==> config.mk <==
export PLATFORM = sky130hd
export DESIGN_NAME = multi_bank_select_ctrl
export DESIGN_NICKNAME = d
export VERILOG_FILES = /design/src/rtl/multi_bank_select_ctrl.sv
export SDC_FILE = /design/constraint.sdc
export NUM_CORES = 1
export LEC_CHECK = 0
export ABC_AREA = 1
export BUFFER_PORTS_ARGS = -buffer_cell sky130_fd_sc_hd__buf_2
export CAP_MARGIN = 20
export CORE_UTILIZATION = 30
export CTS_BUF_LIST = sky130_fd_sc_hd__clkbuf_8
export DETAILED_ROUTE_END_ITERATION = 10
export GPL_TIMING_DRIVEN = 0
export PLACE_DENSITY = 0.55
export SYNTH_ARGS = -nofsm -noshare
export SYNTH_HDL_FRONTEND = slang
export SYNTH_SLANG_ARGS = --single-unit
==> constraint.sdc <==
create_clock -name i_clk -period 1.9 [get_ports i_clk]
set_input_delay 0.38 -clock i_clk [delete_from_list [all_inputs] [get_ports i_clk]]
set_output_delay 0.38 -clock i_clk [all_outputs]
set_load 0.1 [all_outputs]
==> src/rtl/multi_bank_select_ctrl.sv <==
// Multi-bank request steering: decodes the top address bits into an MSB-first
// one-hot bank enable and stalls requests whose target bank is still busy.
module multi_bank_select_ctrl #(
    parameter int  ADDR_WIDTH  = 6,
    parameter int  NUM_BANKS   = 4,
    parameter int  BUSY_CYCLES = 2,
    localparam int SEL_W       = $clog2(NUM_BANKS),
    localparam int OFF_W       = ADDR_WIDTH - SEL_W
) (
    input  logic                  i_clk,
    input  logic                  i_rst_n,
    input  logic                  i_req_valid,
    output logic                  o_req_ready,
    input  logic [ADDR_WIDTH-1:0] i_addr,
    input  logic                  i_wr,
    output logic [NUM_BANKS-1:0]  o_bank_en,
    output logic [OFF_W-1:0]      o_bank_addr,
    output logic                  o_bank_wr,
    output logic [NUM_BANKS-1:0]  o_bank_busy,
    output logic                  o_conflict
);
    localparam int CNT_W = $clog2(BUSY_CYCLES + 1);
    typedef logic [CNT_W-1:0] cnt_t;
    localparam cnt_t BUSY_LOAD = cnt_t'(BUSY_CYCLES);

    logic [SEL_W-1:0]     bank_idx_s;
    logic [NUM_BANKS-1:0] sel_onehot_s;
    logic                 target_busy_s;
    logic                 accept_s;
    logic [NUM_BANKS-1:0] busy_nxt_s;
    cnt_t                 cnt_nxt_s [NUM_BANKS];
    cnt_t                 cnt_r     [NUM_BANKS];

    // Bank decode, stall detection and acceptance
    always_comb begin
        bank_idx_s = i_addr[ADDR_WIDTH-1 -: SEL_W];
        for (int j = 0; j < NUM_BANKS; j++) begin
            sel_onehot_s[NUM_BANKS-1-j] = (bank_idx_s == SEL_W'(j));
        end
        target_busy_s = |(sel_onehot_s & o_bank_busy);
        o_req_ready   = i_rst_n & ~target_busy_s;
        o_conflict    = i_req_valid & target_busy_s;
        accept_s      = i_req_valid & o_req_ready;
    end

    // Per-bank busy counters: a new access reloads, otherwise count down to zero
    always_comb begin
        for (int j = 0; j < NUM_BANKS; j++) begin
            if (accept_s && sel_onehot_s[NUM_BANKS-1-j]) begin
                cnt_nxt_s[j] = BUSY_LOAD;
            end else if (cnt_r[j] != '0) begin
                cnt_nxt_s[j] = cnt_r[j] - cnt_t'(1'b1);
            end else begin
                cnt_nxt_s[j] = '0;
            end
            busy_nxt_s[NUM_BANKS-1-j] = (cnt_nxt_s[j] != '0);
        end
    end

    // Registered bank-side outputs and counter state; reset beats acceptance
    always_ff @(posedge i_clk) begin
        if (!i_rst_n) begin
            o_bank_en   <= '0;
            o_bank_addr <= '0;
            o_bank_wr   <= 1'b0;
            o_bank_busy <= '0;
            cnt_r       <= '{default: '0};
        end else begin
            o_bank_en   <= accept_s ? sel_onehot_s : '0;
            o_bank_busy <= busy_nxt_s;
            cnt_r       <= cnt_nxt_s;
            if (accept_s) begin
                o_bank_addr <= i_addr[OFF_W-1:0];
                o_bank_wr   <= i_wr;
            end else begin
                o_bank_addr <= o_bank_addr;
                o_bank_wr   <= o_bank_wr;
            end
        end
    end

endmodule

==> flow_summary_export.csv <==
group,metric,value,unit
outcome,status,"finished, final reports clean",
critical_path,cp_slowest_cell,"nor3_4",
sta,final-hold-violation-count,0,
power,p_clk_frac,0.301,
sta,fin_crit_sh,0.945,
power,switching_share,0.325,
cts,path_clk_slew,0.07,ns
cts,clockBufferDepth,2,
floorplan,num_io_pins,25,
power,p_int,0.000635,W
sta,fin_tns_setup,0,ns
logic_synthesis,synth_top_family_by_area,"simple AND/OR/NAND/NOR gates",
logic_synthesis,yosys.area_share.simple,0.365,
critical_path,path_cells,"nand3_2 > nand2_2 > nor3_4 > buf_6",
grt,grtUsageTotal,0.120,
floorplan,core-area,2320,sq um
logic_synthesis,muxShareOfSynthArea,0,
critical_path,path_delay_family,"simple AND/OR/NAND/NOR gates",
sta,slew_viol_final,0,
power,cellPowerDensity,943,nW/um^2
sta,finClkSkew,0.00318,ns
logic_synthesis,yosysSeqAreaShare,0.547,
flow_run,maxCapViolCount,0,
cts,h-tree-depth,1,
critical_path,cpPeakStageDelay,0.39,ns
logic_synthesis,synth-seq-cells,21,
power,p_sw,0.000306,W
critical_path,critical_path.endpoint_type,"output port",
cts,cts_root_buf,"clkbuf_8",
drt,drc_errors,0,
logic_synthesis,syn_avg_cell_area,8.44,sq um
drt,drt_iter0_drc,4,
logic_synthesis,synth_largest_area_cell,"dfxtp_1",
grt,grt_pass1_vias,518,
floorplan,die_h,52.6,um
min_path,min_from,"i_addr[1]",
logic_synthesis,synthCells,91,
sta,slew_headroom,0.678,
layout,finalNetCount,129,
power,p_leak,0.554,nW
logic_synthesis,ys_types,16,
logic_synthesis,synth_nets,101,
sta,rsz0062_at_grt,"no",
layout,fill_cells,248,
critical_path,worstReg2RegStart,"o_bank_busy[0]",
layout,final_cells,146,
drt,ant_nets,0,
layout,area_delta_synth_final,30.0,%
critical_path,crit_start,"o_bank_busy[0]",
logic_synthesis,synth_top_area_frac,0.547,
grt,grt_overflow_total,0,
cts,cts_buffers,3,
critical_path,cp.arrival,1.42,ns
sta,min_period,1.80,ns
sta,setup_viol,0,
min_path,hold_class,"in2reg",
logic_synthesis,synth_compound_area_frac,0.00651,
floorplan,start_util,0.331,
logic_synthesis,netlist_top_cells_area,"dfxtp_1, nand2_1, nand3_1",
logic_synthesis,synth_warnings,0,
critical_path,crit_required,1.52,ns
power,seqPwrFrac,0.490,
layout,drive_above_1_share,0.398,
critical_path,path_buf_inv,1,
drt,drt_first_pass_iters,3,
grt,grt_max_degree,13,
cts,clkSinkCount,21,
power,comb_power_share,0.209,
logic_synthesis,syn_area,768,sq um
floorplan,rows,17,
logic_synthesis,synth-xor-area-share,0,
layout,antenna-diode-count,0,
placed_design,placed_cells,142,
drt,viasPerCell,4.32,
cts,cts_post_setup_buffers_inserted,0,
drt,wirelength,1.43,mm
layout,final_util,0.431,
logic_synthesis,synth_fa_ha_area_frac,0,
power,peakVddDrop,627,uV
layout,seq_area,435,sq um
sta,worst_pin_slew,0.486,ns
placed_design,hpwl,1.12,mm
critical_path,crit_type,"reg2out",
placed_design,port-buffer-count,23,
grt,antenna_found_initial,0,
drt,drt-wirelength-per-cell,9.79,um
layout,multi_input_area,298,sq um
grt,grt_first_pass_wirelength,2.33,mm
drt,vias,630,
placed_design,gp_congestion,0.693,
cts,cts_tree,"done",
floorplan,die_x,52.6,um
critical_path,cp-start-kind,"flip-flop",
cts,clkLatencyLatePin,0.26,ns
floorplan,die-area,2770,sq um
sta,max_clock_freq,557,MHz
critical_path,cp_max_fo,8,
-- worst min-delay path, stage by stage --
cell	delay, ns
buf_2	0.07
nand3_1	0.06
nand2_1	0.06
-- layout make-up --
class	instances	share of cell area
Tap cell	28	0.0351
Clock buffer	3	0.0414
Buffer	2	0.0175
Sequential cell	21	0.436
Inverter	12	0.0451
Clock inverter	1	0.00501
Timing Repair Buffer	23	0.122
Multi-Input combinational cell	56	0.298
-- placed cells by master, fill, tap and decap left out, drive strengths merged --
cell and n:
o21ai 1, nor2 9, clkbuf 5, clkinv 1, dfxtp 21, nand3 18
buf 23, nand2 25, nor3 2, nand4 1, inv 12
-- state kept, by name (all words and copies together), names as in the netlist --
signal	count
o_bank_en	4
o_bank_busy	4
o_bank_wr	1
o_bank_addr	4
cnt_r	8
-- final timing paths --
check	endpoint	slack (ns)	cells past startpoint
setup / recovery	o_req_ready	0.10	4
hold / removal	o_bank_addr[1]	0.34	3
setup reg to reg	cnt_r[4]	0.62	6
hold reg to reg	cnt_r[0]	0.43	1
-- stage by stage --
step                worst slack [ns]  power, W  hold slack [ns]  cell area (sq um)
finish                         0.104  0.000941            0.341                998
global route                  0.0130  0.000993            0.339                998
CTS                           0.0269  0.000957            0.336                995
detailed placement           -0.0763  0.000668            0.418                946
global placement             -0.0690  0.000667            0.410                946
floorplan                     -0.123  0.000631            0.401                796
-- power groups by stage --
stage / Combinational (W) / Clock, W / Sequential (W)
2_1_floorplan: 0.0000581 / 0 / 0.000573
3_3_place_gp: 0.000196 / 0 / 0.000472
3_5_place_dp: 0.000196 / 0 / 0.000472
4_1_cts: 0.000197 / 0.000298 / 0.000462
5_1_grt: 0.000207 / 0.000322 / 0.000464
6_report: 0.000197 / 0.000283 / 0.000462
-- Yosys cell counts --
cell      count
nand3_1      14
nor2_1        7
clkbuf_1      1
nand4_1       1
dfxtp_1      21
nor2_4        1
nor3_1        1
nor3_4        1
inv_2         4
o21ai_0       1
nand2_2       2
nand3_2       4
clkbuf_8      1
nand2_1      23
inv_1         8
nor2_2        1
-- cell families after synthesis --
group,after synthesis
compound gates,1
flops,21
buf+inv,14
simple gates,55
-- layer usage --
layer | up-vias | wire, um | GRT usage
met5 | - | 0 | 0
met4 | 0 | 0 | 0.0395
met3 | 0 | 81 | 0.0609
met2 | 12 | 692 | 0.169
met1 | 277 | 655 | 0.155
li1 | 341 | - | -
-- timing repair --
| action | 4_1_cts | 5_1_grt |
|---|---|---|
| hold buffers | 0 | 0 |
| gates resized for setup | 1 | 1 |
| setup endpoints to repair | 1 | 1 |
(Power assumes the default switching activity.)
